`src/rtl/alu_arbiter.sv`:
```
// -----------------------------------------------------------------------------
// alu_arbiter
//
// Shares one ALU between two requesters. Requester 0 is the multi-cycle
// datapath control, requester 1 an auxiliary unit (address / branch target).
// One request is granted at a time, its operands are held on SrcA/SrcB/
// ALUControl for a single EXEC cycle, and the ALU outputs are captured into a
// response register tagged with the requester id.
//
// Handshakes: every valid/ready pair transfers on a rising clk edge where
// both valid and ready are high. A producer may drop valid before ready is
// seen; nothing is recorded in that case. A response is held unchanged while
// resp_valid is high and resp_ready is low.
//
// Optional build macro:
//   ALU_ARB_FIXED_PRIO_EN  requester 0 always wins simultaneous requests.
//                          Undefined (default): round-robin on last grant.
//
// Ports:
//   clk, rst                 clock (rising edge), async active-high reset
//   req0_* / req1_*          valid, ready, a, b, op of each requester
//   SrcA, SrcB, ALUControl   operands/op to the ALU (hold last issued value)
//   ALUResult, Zero, sign    results from the ALU
//   resp_valid, resp_ready   response handshake
//   resp_id                  requester owning the response
//   resp_result/zero/sign    captured ALU outputs
//   dbg_state_o              current FSM state (0 IDLE, 1 EXEC, 2 RESP)
// -----------------------------------------------------------------------------
module alu_arbiter #(
    parameter int WIDTH = 32,
    parameter int OPW   = 3
) (
    input  logic             clk,
    input  logic             rst,
    input  logic             req0_valid,
    output logic             req0_ready,
    input  logic [WIDTH-1:0] req0_a,
    input  logic [WIDTH-1:0] req0_b,
    input  logic [OPW-1:0]   req0_op,
    input  logic             req1_valid,
    output logic             req1_ready,
    input  logic [WIDTH-1:0] req1_a,
    input  logic [WIDTH-1:0] req1_b,
    input  logic [OPW-1:0]   req1_op,
    output logic [WIDTH-1:0] SrcA,
    output logic [WIDTH-1:0] SrcB,
    output logic [OPW-1:0]   ALUControl,
    input  logic [WIDTH-1:0] ALUResult,
    input  logic             Zero,
    input  logic             sign,
    output logic             resp_valid,
    input  logic             resp_ready,
    output logic             resp_id,
    output logic [WIDTH-1:0] resp_result,
    output logic             resp_zero,
    output logic             resp_sign,
    output logic [1:0]       dbg_state_o
);

    typedef enum logic [1:0] {
        IDLE = 2'd0,
        EXEC = 2'd1,
        RESP = 2'd2
    } state_t;

    state_t           state_q, state_d;
    logic [WIDTH-1:0] a_q, a_d;
    logic [WIDTH-1:0] b_q, b_d;
    logic [OPW-1:0]   op_q, op_d;
    logic             id_q, id_d;
    logic             resp_valid_q, resp_valid_d;
    logic             resp_id_q, resp_id_d;
    logic [WIDTH-1:0] resp_result_q, resp_result_d;
    logic             resp_zero_q, resp_zero_d;
    logic             resp_sign_q, resp_sign_d;

    logic             grant_any;
    logic             grant_id;

`ifdef ALU_ARB_FIXED_PRIO_EN
    // Requester 0 wins any contest; no grant history needed.
    always_comb begin
        grant_any = req0_valid | req1_valid;
        grant_id  = ~req0_valid;
    end
`else
    logic last_grant_q, last_grant_d;

    // On a contest the requester not served last wins. A lone valid wins
    // regardless of history.
    always_comb begin
        grant_any = req0_valid | req1_valid;
        if (req0_valid && req1_valid) begin
            grant_id = ~last_grant_q;
        end else begin
            grant_id = req1_valid;
        end
    end
`endif

    // Next-state and outputs.
    always_comb begin
        state_d       = state_q;
        a_d           = a_q;
        b_d           = b_q;
        op_d          = op_q;
        id_d          = id_q;
        resp_valid_d  = resp_valid_q;
        resp_id_d     = resp_id_q;
        resp_result_d = resp_result_q;
        resp_zero_d   = resp_zero_q;
        resp_sign_d   = resp_sign_q;
`ifndef ALU_ARB_FIXED_PRIO_EN
        last_grant_d  = last_grant_q;
`endif
        req0_ready    = 1'b0;
        req1_ready    = 1'b0;

        case (state_q)
            IDLE: begin
                req0_ready = grant_any & ~grant_id;
                req1_ready = grant_any &  grant_id;
                if (grant_any) begin
                    a_d     = grant_id ? req1_a  : req0_a;
                    b_d     = grant_id ? req1_b  : req0_b;
                    op_d    = grant_id ? req1_op : req0_op;
                    id_d    = grant_id;
`ifndef ALU_ARB_FIXED_PRIO_EN
                    last_grant_d = grant_id;
`endif
                    state_d = EXEC;
                end
            end
            EXEC: begin
                // Operand registers feed the ALU directly, so its outputs
                // are settled by the end of this single cycle.
                resp_result_d = ALUResult;
                resp_zero_d   = Zero;
                resp_sign_d   = sign;
                resp_id_d     = id_q;
                resp_valid_d  = 1'b1;
                state_d       = RESP;
            end
            RESP: begin
                if (resp_ready) begin
                    resp_valid_d = 1'b0;
                    state_d      = IDLE;
                end
            end
            default: begin
                state_d = IDLE;
            end
        endcase
    end

    always_ff @(posedge clk or posedge rst) begin
        if (rst) begin
            state_q       <= IDLE;
            a_q           <= '0;
            b_q           <= '0;
            op_q          <= '0;
            id_q          <= 1'b0;
            resp_valid_q  <= 1'b0;
            resp_id_q     <= 1'b0;
            resp_result_q <= '0;
            resp_zero_q   <= 1'b0;
            resp_sign_q   <= 1'b0;
`ifndef ALU_ARB_FIXED_PRIO_EN
            // Requester 0 wins the first contest after reset.
            last_grant_q  <= 1'b1;
`endif
        end else begin
            state_q       <= state_d;
            a_q           <= a_d;
            b_q           <= b_d;
            op_q          <= op_d;
            id_q          <= id_d;
            resp_valid_q  <= resp_valid_d;
            resp_id_q     <= resp_id_d;
            resp_result_q <= resp_result_d;
            resp_zero_q   <= resp_zero_d;
            resp_sign_q   <= resp_sign_d;
`ifndef ALU_ARB_FIXED_PRIO_EN
            last_grant_q  <= last_grant_d;
`endif
        end
    end

    // ALU inputs keep the last issued operands outside EXEC.
    assign SrcA        = a_q;
    assign SrcB        = b_q;
    assign ALUControl  = op_q;

    assign resp_valid  = resp_valid_q;
    assign resp_id     = resp_id_q;
    assign resp_result = resp_result_q;
    assign resp_zero   = resp_zero_q;
    assign resp_sign   = resp_sign_q;
    assign dbg_state_o = state_q;

endmodule
```
`config.mk`:
```
export PLATFORM = sky130hd
export DESIGN_NAME = alu_arbiter
export DESIGN_NICKNAME = d
export VERILOG_FILES = /design/src/rtl/alu_arbiter.sv
export SDC_FILE = /design/constraint.sdc
export NUM_CORES = 1
export LEC_CHECK = 0
export ABC_AREA = 1
export BUFFER_PORTS_ARGS = -buffer_cell sky130_fd_sc_hd__clkbuf_2
export CORE_MARGIN = 4
export CORE_UTILIZATION = 40
export DETAILED_ROUTE_END_ITERATION = 6
export PLACE_DENSITY = 0.73
export RECOVER_POWER = 50
export SETUP_SLACK_MARGIN = 0.1
export SYNTH_ARGS = -nofsm -noshare
export SYNTH_HDL_FRONTEND = slang
export SYNTH_SLANG_ARGS = --single-unit
```
`constraint.sdc`:
```
create_clock -name clk -period 10.6 [get_ports clk]
set_clock_uncertainty 0.1 [all_clocks]
set_input_delay 2.12 -clock clk [delete_from_list [all_inputs] [get_ports clk]]
set_output_delay 2.12 -clock clk [all_outputs]
set_load 0.02 [all_outputs]
```
==> results of run 1 <==
[cells in the final DEF (no fill, tap or decap), types with 2 or more instances in the layout]
cell        Yosys  layout
inv_1          15      15
clkbuf_2        0     196
clkbuf_1       13      82
clkbuf_16       0       9
nand3b_1        9       9
nand2_1       424     424
dfrtp_1       106     106
clkinvlp_4      0       2
bufinv_16       0       2
nand2_2         2       2
o21ai_0         4       4
nor2_2          2       2
buf_4           3       7
nand3_1        68      68
[registers in the layout, indices dropped and copies added, names as in the netlist, 2 cells and up]
| signal | flops |
|---|---|
| SrcA | 32 |
| SrcB | 32 |
| resp_result | 32 |
| ALUControl | 3 |
| dbg_state_o | 2 |
[power by group through the flow]
stage,registers (mW),logic [mW],clock network (mW)
floorplan,0.948,0.413,0
global placement,0.716,0.963,0
detailed placement,0.719,0.982,0
CTS,0.718,0.981,0.373
global route,0.741,1.04,0.387
finish,0.717,0.927,0.360
[metrics by stage]
step,power [mW],setup WS (ns),cells,instance area (um^2)
finish,2.00,4.68,1106,6690
global route,2.17,4.57,1106,6690
CTS,2.07,4.66,1106,6800
detailed placement,1.70,4.66,1090,6470
global placement,1.68,4.68,1090,6470
floorplan,1.36,5.33,678,5020
[area by class of cell]
type | count | area [um^2] | share of cell area
Sequential cell | 107 | 2680 | 0.400
Clock buffer | 10 | 239 | 0.0357
Tap cell | 168 | 210 | 0.0314
Multi-Input combinational cell | 512 | 2060 | 0.309
Inverter | 17 | 65.1 | 0.00972
Timing Repair Buffer | 286 | 1350 | 0.201
Clock inverter | 6 | 88.8 | 0.0133
[metal layers]
layer,track usage,vias up,part of all wire
li1,-,2585,-
met1,0.267,2264,0.41
met2,0.331,232,0.47
met3,0.0542,21,0.097
met4,0.0673,2,0.018
met5,0,-,0.00094
[critical path: stages]
cell      delay [ns]
clkbuf_2        0.11
nand2_2         0.06
buf_4           0.55
nand2_2         0.07
buf_4           0.35
nor2_1          0.21
clkbuf_2        0.19
[worst max path at each step]
stage                from          to
3_5_place_dp   req0_valid  req1_ready
5_1_grt        req0_valid  req1_ready
6_report       req0_valid  req1_ready
2_1_floorplan  req1_valid  req0_ready
3_3_place_gp   req0_valid  req1_ready
4_1_cts        req0_valid  req1_ready
[kinds of logic (layout without fill, tap and decap cells)]
group	count (synthesis)	in the layout	share of synthesized area
simple gates	507	507	0.406
flops	107	107	0.534
buf+inv	59	319	0.0551
compound gates	5	5	0.00498
==> key figures, run 1 <==
Outcome
  • Status: complete, but fails checks
  • Failing checks: max-capacitance violations, max-slew violations

Floorplanning
  • Cell Rows: 40
  • Die area: 14400 um^2
  • Die Ht: 120 um
  • Die width: 120 um
  • Initial Util: 0.413
  • Core area: around 12000 um^2
  • Top Ports: 280

Yosys
  • Synthesized flop and latch total: 107
  • Cell variety after synth: 18
  • Post-synth top cells: nand2_1, dfrtp_1, nand3_1
  • Syn Area/Cell: 7.40 um^2
  • Top cell type's share of synthesized area: 0.528
  • Synth top area cells: dfrtp_1, nand2_1, nand3_1
  • Primary FF master, synth: dfrtp_1
  • Sequential area share after synthesis: 0.534
  • Net count after synthesis: between 800 and 900
  • Count leader, synth: nand2_1
  • Synth Instances: about 680
  • Async SR Flop Fraction: 1.00
  • Number of synthesized flops with an enable pin: 0
  • Ys Warns: 0
  • Synth Cell Area: 5020 um^2
  • Area leader, netlist: dfrtp_1

CTS
  • CTS Sinks: around 110
  • Clk buf depth: 2
  • Clock buffers created by TritonCTS: 9
  • Setup repair bufs after CTS: 0
  • CTS tree: built
  • CTS clock-pin slew for the worst setup and hold paths: approximately 0.07 ns
  • Worst-Skew Late Latency: 0.34 ns
  • # hold bufs at CTS: 0
  • Cts repair resizes: 0
  • CTS H-tree depth: 3
  • CTS root buf: clkbuf_16

Worst setup path
  • CP arrival: 3.70 ns
  • Worst r2r src: last_grant_q$_DFFE_PP1P_
  • Crit. End Element: output port
  • CP startpoint kind: input pin
  • R2R setup slack: 8.39 ns
  • Reg-to-Reg End: SrcB[28]$_DFFE_PP0P_
  • Worst-path maximum fanout: 69
  • Worst Setup Path Type: input pin to output port
  • CP required: roughly 8.4 ns
  • Cells on worst reg2reg path: 8

Drt
  • Final wirelength: 15000 um
  • Vias/cell: 4.61
  • Routed length per instance: around 14 um
  • Post-route antenna net violation count: 0
  • Iteration-0 DRC Markers: 388
  • DRC violations left: 0
  • DR pass1 iterations: 4
  • Vias: 5104

Global route
  • Global-route wire length before repair: 23700 um
  • Total GRT Usage: 0.204
  • Initial antenna violation count: 1
  • Total grt overflow: 0
  • Largest net degree at the start of global routing: 71
  • Vias in the first global route: 4710

Power and ir drop
  • Internal cell power: ~1.1 mW
  • Leak: 3.94 nW
  • Combinational share of power: 0.463
  • Power per cell area: 300 nW/um^2
  • Switching power total: just over 900 uW
  • Worst vdd ir: 114 uV
  • Sw Share: 0.462
  • Sequential Power Share: 0.358
  • Clk pwr share: 0.180

Layout
  • Total inserted antenna cells: 0
  • Area delta synth->final: 33.3%
  • Fillers: around 1300
  • Layout cell share with drive strength beyond 1: 0.242
  • Core Util, Final: 0.550
  • # nets final: 1106

STA
  • Setup TNS: 0 ns
  • Worst-Margin Slew: 1.87 ns
  • Rel. slew slack: -0.253
  • Fin. max-slew vios: 44
  • RSZ-0062 raised after global routing: false
  • Worst hold margin: ~0.37 ns
  • Hold Vio Cnt, Final: 0
  • Fin crit share: 0.558
  • Fmax: 0.169 GHz
  • Final Setup Violations: 0
  • Post-layout min period: 5.92 ns

Placed design
  • # port buffers: 279
  • RePlAce Congestion: about 0.8
  • Hpwl dp: 10800 um

Hold path
  • Worst hold start: last_grant_q$_DFFE_PP1P_
  • Hold EP: last_grant_q$_DFFE_PP1P_
  • Hold Path Stages: 2
  • Type of the worst min-delay path: flip-flop to flip-flop

Job
  • Max-Cap Viols: 1
No activity file was read; power rests on OpenSTA's default activity.
==> run 2, diff against run 1 <==
==> constraint.sdc (replaced) <==
create_clock -name clk -period 5.94 [get_ports clk]
set_clock_uncertainty 0.1 [all_clocks]
set_input_delay 1.188 -clock clk [delete_from_list [all_inputs] [get_ports clk]]
set_output_delay 1.188 -clock clk [all_outputs]
set_load 0.02 [all_outputs]
==> run 2 against run 1 <==
  * The flow still finishes with violations (max-capacitance violations, max-slew violations)
  * Final area down 0.47%
  * Cell count unchanged
  * Via count down 0.20%
  * Routed wire length increased by 1.7%
  * Setup slack lost 2.7 ns
  * Hold slack improved by 0.0025 ns
  * Utilization decreased by 0.26 points
  * Clock power rose by 64%
  * Combinational power grew 79%
  * Sequential power increased by 77%
  * Sequential share of layout area grew 0.19 points
  * Critical path depth down 2
  * Largest cell class unchanged
  * Highest routed layer is now met4
==> key figures, run 2 (synthesis results as in run 1) <==
Worst setup path
  • CP startpoint kind: input pin
  • CP cell instances: clkbuf_2 > buf_4 > nand2_2 > nor2_1 > clkbuf_2
  • Worst-path maximum fanout: 37 (-46%)
  • Most used cell, CP: clkbuf_2
  • Crit. End Element: output port
  • CP required: 4.65 ns (-3.73 ns)
  • Worst r2r src: last_grant_q$_DFFE_PP1P_
  • Slowest stage delay, CP: 0.58 ns (+0.03 ns)
  • R2R setup slack: 3.74 ns (-4.65 ns)
  • Reg-to-Reg End: SrcB[26]$_DFFE_PP0P_
  • Worst Setup Path Type: input pin to output port
  • Cells on worst reg2reg path: 7 (-1)
  • CP max-delay cell: clkbuf_2
  • CP arrival: 2.68 ns (-1.02 ns)

Drt
  • Final wirelength: 15200 um (+1.7%)
  • Iteration-0 DRC Markers: 318 (-18%)
  • Vias: 5094 (-0.20%)
  • Vias/cell: 4.61 (-0.20%)
  • Post-route antenna net violation count: 0 (unchanged)
  • DR pass1 iterations: 4 (unchanged)
  • DRC violations left: 0 (unchanged)
  • Routed length per instance: 13.8 um (+1.7%)

Outcome
  • Status: complete, but fails checks
  • Failing checks: max-capacitance violations, max-slew violations

Floorplanning
  • Top Ports: 280 (unchanged)
  • Die width: 120 um (unchanged)
  • Initial Util: 0.413 (unchanged)
  • Die Ht: 120 um (unchanged)
  • Die area: 14400 um^2 (unchanged)
  • Cell Rows: 40 (unchanged)
  • Core area: 12200 um^2 (unchanged)

Placed design
  • Placed Cells: 1090 (unchanged)
  • # port buffers: 279 (unchanged)
  • RePlAce Congestion: 0.789 (-1.3%)
  • Hpwl dp: 10900 um (+0.86%)

STA
  • Rel. slew slack: -0.254 (-0.000884)
  • Post-layout min period: 3.97 ns
  • RSZ-0062 raised after global routing: false
  • Fmax: between 0.2 and 0.3 GHz
  • Fin. max-slew vios: 45 (+2.3%)
  • Final Setup Violations: 0 (unchanged)
  • Fin crit share: 0.668
  • Worst-Margin Slew: 1.87 ns (+0.00132 ns)
  • Hold Vio Cnt, Final: 0 (unchanged)
  • Setup TNS: 0 ns (unchanged)

Power and ir drop
  • Leak: 3.93 nW (-0.25%)
  • Power per cell area: 529 nW/um^2 (+77%)
  • Worst vdd ir: 210 uV (+84%)

Global route
  • Total GRT Usage: 0.207 (+0.00227)
  • Initial antenna violation count: 0 (-1)
  • Total grt overflow: 0 (unchanged)
  • Global-route wire length before repair: 24000 um (+1.5%)
  • Largest net degree at the start of global routing: 70 (-1.4%)
  • Vias in the first global route: 4725 (+0.32%)

Hold path
  • Hold Path Stages: 2 (unchanged)
  • Worst hold start: resp_result[13]$_DFFE_PP0P_
  • Hold EP: resp_result[13]$_DFFE_PP0P_
  • Type of the worst min-delay path: flip-flop to flip-flop

CTS
  • CTS tree: built
  • Setup repair bufs after CTS: 0 (unchanged)
  • Clk buf depth: 2 (unchanged)
  • Clock buffers created by TritonCTS: 9 (unchanged)
  • CTS H-tree depth: 3 (unchanged)
  • CTS Sinks: 107 (unchanged)
  • Cts repair resizes: 0 (unchanged)
  • CTS root buf: clkbuf_16
  • CTS clock-pin slew for the worst setup and hold paths: 0.07 ns (about the same)
  • Worst-Skew Late Latency: 0.34 ns (about the same)
  • # hold bufs at CTS: 0 (unchanged)

Layout
  • Layout cell share with drive strength beyond 1: 0.243 (+0.00107)
  • Area delta synth->final: 32.7%
  • Most common cell after layout, fill and taps aside: nand2_1
  • Total inserted antenna cells: 0 (unchanged)
  • Most frequent cells in the layout: nand2_1, clkbuf_2, dfrtp_1
  • Fin cells: 1106 (unchanged)
  • # nets final: 1106 (unchanged)

Job
  • Max-Cap Viols: 1 (unchanged)
-- run 2: power by group --
| group | internal [mW] | switching, mW | total [mW] |
|---|---|---|---|
| Clock | 0.297 | 0.294 | 0.591 |
| Combinational | 0.458 | 1.20 | 1.66 |
| Sequential | 1.08 | 0.190 | 1.27 |
-- run 2: worst max-delay path by stage --
stage               start                         to  slack, ns
2_1_floorplan         rst  ALUControl[0]$_DFFE_PP0P_       1.84
5_1_grt        req1_valid                 req1_ready       1.88
6_report       req1_valid                 req1_ready       1.97
4_1_cts        req1_valid                 req1_ready       1.96
3_5_place_dp   req1_valid                 req1_ready       1.96
3_3_place_gp   req1_valid                 req1_ready       1.97
-- run 2: worst max-delay path: cells and delay by family --
family	cells	cell delay, ns
buffers and inverters	3	1.24
AND/OR/NAND/NOR	2	0.23
-- run 2: area by class of cell --
cell class / instances / area (um^2)
clock buffers: 9 / 225
clock inverters: 7 / 71.3
fillers: 1264 / 5500
inverters: 17 / 65.1
multi-input cells: 512 / 2060
flip-flops and latches: 107 / 2680
well taps: 168 / 210
repair buffers: 286 / 1350
-- run 2: metal layers --
metal  wire [um]  GRT usage  share of wire
met5           0          0              0
met2        7200      0.336           0.47
met3        1270     0.0481          0.083
met1        6500      0.277           0.43
met4         250     0.0565          0.016
-- run 2: per-stage QoR --
step / cell area, um^2 / hold slack (ns) / setup slack [ns] / utilization / total power [mW]
CTS: 6770 / 0.377 / 1.96 / 0.556 / 3.64
finish: 6660 / 0.372 / 1.97 / 0.548 / 3.52
global route: 6660 / 0.389 / 1.88 / 0.548 / 3.81
detailed placement: 6470 / 0.357 / 1.96 / 0.532 / 3.03
global placement: 6470 / 0.353 / 1.97 / 0.532 / 3.00
floorplan: 5020 / 0.350 / 1.84 / - / 2.43
==> run 3, diff against run 2 <==
--- a/config.mk
+++ b/config.mk
@@ -5,12 +5,12 @@
 export SDC_FILE = /design/constraint.sdc
 export NUM_CORES = 1
 export LEC_CHECK = 0
-export ABC_AREA = 1
+export ABC_AREA = 0
 export BUFFER_PORTS_ARGS = -buffer_cell sky130_fd_sc_hd__clkbuf_2
 export CORE_MARGIN = 4
-export CORE_UTILIZATION = 40
+export CORE_UTILIZATION = 39
 export DETAILED_ROUTE_END_ITERATION = 6
-export PLACE_DENSITY = 0.73
+export PLACE_DENSITY = 0.77
 export RECOVER_POWER = 50
 export SETUP_SLACK_MARGIN = 0.1
 export SYNTH_ARGS = -nofsm -noshare
==> constraint.sdc (replaced) <==
create_clock -name clk -period 3.4 [get_ports clk]
set_clock_uncertainty 0.1 [all_clocks]
set_input_delay 0.68 -clock clk [delete_from_list [all_inputs] [get_ports clk]]
set_output_delay 0.68 -clock clk [all_outputs]
set_load 0.02 [all_outputs]
==> run 3 against run 2 <==
  * The run now ends clean
  * Total power up 80%
  * Critical endpoint is now req0_ready
  * Hold slack worse by 0.039 ns
  * Synthesized area down 11%
  * Cell count down 32%
  * Non-clock buffer count is the same
  * Combinational power rose by 84%
  * Sequential share of layout area is 3.2 points higher
  * Clock-buffer cell count grew 5
  * Via count down 21%
  * Largest power group unchanged
==> key figures, run 3 <==
Floorplanning
  • Initial Util: 0.405 (-0.00781)
  • Die width: 115 um (-4.2%)
  • Die area: 13200 um^2 (-8.2%)
  • Top Ports: 280 (unchanged)
  • Core area: 11000 um^2 (-9.3%)
  • Cell Rows: 38 (-5.0%)
  • Die Ht: 115 um (-4.2%)

Worst setup path
  • Slowest stage delay, CP: 0.56 ns (-0.02 ns)
  • CP arrival: 1.89 ns (-0.79 ns)
  • CP Depth: 3 (-2)
  • CP required: 2.62 ns (-2.03 ns)
  • Worst-path maximum fanout: 32 (-14%)
  • CP startpoint kind: flip-flop
  • Worst Setup Path Type: flip-flop to output port
  • WP buf/inv: 1 (-2)
  • CP cell instances: nor2_4 > and3_2 > clkbuf_2
  • Cells on worst reg2reg path: 4 (-3)
  • Crit. End Element: output port
  • CP max-delay cell: nor2_4
  • Crit path max-delay family: simple AND/OR/NAND/NOR gates

Global route
  • GR Layer Usage met2: 0.352 (+0.0154)
  • Total GRT Usage: 0.204 (-0.00224)
  • Met1 usage: 0.254 (-0.0236)
  • Largest net degree at the start of global routing: 68 (-2.9%)
  • M3 GR Usage: 0.0526 (+0.00456)
  • GRT Max-Usage Layer: met2
  • Initial antenna violation count: 0 (unchanged)
  • Global-route wire length before repair: 21400 um (-11%)
  • Vias in the first global route: 4197 (-11%)
  • Total grt overflow: 0 (unchanged)

Power and ir drop
  • Combinational share of power: 0.483 (+0.013)
  • Switching power total: 2.67 mW (+59%)
  • Clk pwr share: 0.152 (-0.016)
  • Leak: 3.28 nW (-16%)
  • Worst vdd ir: 589 uV (+180%)
  • Internal cell power: 3.66 mW (+99%)
  • Power per cell area: 1030 nW/um^2 (+94%)
  • Sw Share: 0.422 (-0.0559)
  • Sequential Power Share: 0.365 (+0.003)

Outcome
  • Status: finished clean

Yosys
  • Primary FF master, synth: dfrtp_1
  • Number of synthesized flops with an enable pin: 0 (unchanged)
  • Async SR Flop Fraction: 1.00 (unchanged)
  • Syn Area/Cell: 12.9 um^2 (+74%)
  • Cell variety after synth: 25 (+7)
  • Synth Instances: 346 (-49%)
  • Sequential area share after synthesis: 0.600 (+0.0661)
  • Synthesized flop and latch total: 107 (unchanged)
  • Synth top area cells: dfrtp_1, a221o_1, mux2_2
  • Top cell type's share of synthesized area: 0.594 (+0.0654)
  • Post-synth top cells: dfrtp_1, and3_1, a221o_1
  • Count leader, synth: dfrtp_1
  • Synth Cell Area: 4470 um^2 (-11%)
  • Net count after synthesis: 519 (-39%)
  • Ys Warns: 0 (unchanged)
  • Area leader, netlist: dfrtp_1

Drt
  • DRC violations left: 0 (unchanged)
  • Vias: 4031 (-21%)
  • DR pass1 iterations: 4 (unchanged)
  • Routed length per instance: 18.4 um (+34%)
  • Iteration-0 DRC Markers: 183 (-42%)
  • Post-route antenna net violation count: 0 (unchanged)
  • Vias/cell: 5.34 (+16%)
  • Final wirelength: 13900 um (-8.6%)

Placed design
  • Hpwl dp: 10500 um (-3.9%)
  • RePlAce Congestion: 0.863 (+9.3%)
  • # port buffers: 279 (unchanged)

Layout
  • Layout cell share with drive strength beyond 1: 0.488 (+0.245)
  • Area delta synth->final: 38.2%
  • Fillers: 977 (-23%)
  • Most common cell after layout, fill and taps aside: clkbuf_2
  • Most frequent cells in the layout: clkbuf_2, dfrtp_1, and3_1, a221o_1, clkbuf_1
  • # nets final: 783 (-29%)
  • Total inserted antenna cells: 0 (unchanged)

STA
  • RSZ-0062 raised after global routing: false
  • Rel. slew slack: 0.194 (+0.448)
  • Fin crit share: 0.784
  • Final Setup Violations: 0 (unchanged)
  • Hold Vio Cnt, Final: 0 (unchanged)
  • Setup TNS: 0 ns (unchanged)
  • Fmax: 0.375 GHz
  • Worst-Margin Slew: 1.21 ns (-0.662 ns)
  • Fin. max-slew vios: 0 (-100%)
  • Worst hold margin: 0.333 ns (-0.0388 ns)
  • Post-layout min period: 2.67 ns

CTS
  • Setup repair bufs after CTS: 0 (unchanged)
  • Clk buf depth: 2 (unchanged)
  • CTS clock-pin slew for the worst setup and hold paths: 0.07 ns (about the same)
  • Cts repair resizes: 0 (unchanged)
  • CTS H-tree depth: 3 (unchanged)
  • Worst-Skew Late Latency: 0.33 ns (about the same)
  • CTS root buf: clkbuf_16
  • CTS Sinks: 107 (unchanged)
  • CTS tree: built
  • # hold bufs at CTS: 0 (unchanged)
  • Clock buffers created by TritonCTS: 9 (unchanged)

Job
  • Max-Cap Viols: 0 (-1)

Hold path
  • Type of the worst min-delay path: input pin to asynchronous set/reset pin
## run 3: changes by cell type in the layout (fill, tap and decap cells not counted), sizes merged, moves of 6 or more
cell    previous run  this run
nand3b             9         0
inv               19         1
nand2            426        20
a221o              0        58
clkbuf           288       294
nand3             68         0
mux2               0        35
a21oi              1        11
and3               0        59
a31oi              0         9
## run 3: cell families (layout without fill, tap and decap cells)
| kind of cell | Yosys count | in the layout | share of synthesized area |
|---|---|---|---|
| AOI/OAI and AO/OA | 82 | 82 | 0.162 |
| muxes | 35 | 35 | 0.0882 |
| and+or+nand+nor | 86 | 86 | 0.110 |
| buffers and inverters | 36 | 305 | 0.0401 |
| DFF | 107 | 107 | 0.600 |
## run 3: per-layer routing
layer,up-vias,wire length (um),part of all wire
li1,1852,-,-
met5,-,0,0
met1,1963,5310,0.38
met2,198,7130,0.51
met3,18,1260,0.091
met4,0,207,0.015
## run 3: final timing paths
check / startpoint / endpoint / slack, ns
min in group clk: id_q$_DFFE_PP0P_ / id_q$_DFFE_PP0P_ / 0.40
setup / recovery: dbg_state_o[1]$_DFFE_PP0P_ / req0_ready / 0.73
max in group asynchronous: rst / SrcB[13]$_DFFE_PP0P_ / 1.25
hold reg to reg: id_q$_DFFE_PP0P_ / id_q$_DFFE_PP0P_ / 0.40
setup reg to reg: dbg_state_o[1]$_DFFE_PP0P_ / SrcA[17]$_DFFE_PP0P_ / 0.85
hold / removal: rst / resp_result[15]$_DFFE_PP0P_ / 0.33
## run 3: area by class of cell
class                   instances  area (um^2)  area share
clock buffers                  14          264      0.0428
clock inverters                 2         13.8     0.00223
inverters                       3         12.5     0.00203
multi-input cells             203         1630       0.263
flip-flops and latches        107         2680       0.434
well taps                     140          175      0.0284
repair buffers                286         1400       0.227
## run 3: through the flow
step	cells	utilization	setup WS, ns	cell area [um^2]	power, mW
2_1_floorplan	346	-	0.986	4470	4.35
3_5_place_dp	739	0.541	0.778	5970	5.49
4_1_cts	755	0.567	0.713	6250	6.48
6_report	755	0.560	0.734	6170	6.33
3_3_place_gp	739	0.541	0.932	5970	5.37
5_1_grt	755	0.560	0.631	6170	6.73
## run 3: power groups by stage
| stage | clock network (mW) | logic, mW | registers [mW] |
|---|---|---|---|
| 6_report | 0.963 | 3.06 | 2.31 |
| 5_1_grt | 1.05 | 3.28 | 2.40 |
| 4_1_cts | 0.997 | 3.17 | 2.32 |
| 3_5_place_dp | 0 | 3.16 | 2.33 |
| 3_3_place_gp | 0 | 3.07 | 2.30 |
| 2_1_floorplan | 0 | 1.33 | 3.03 |
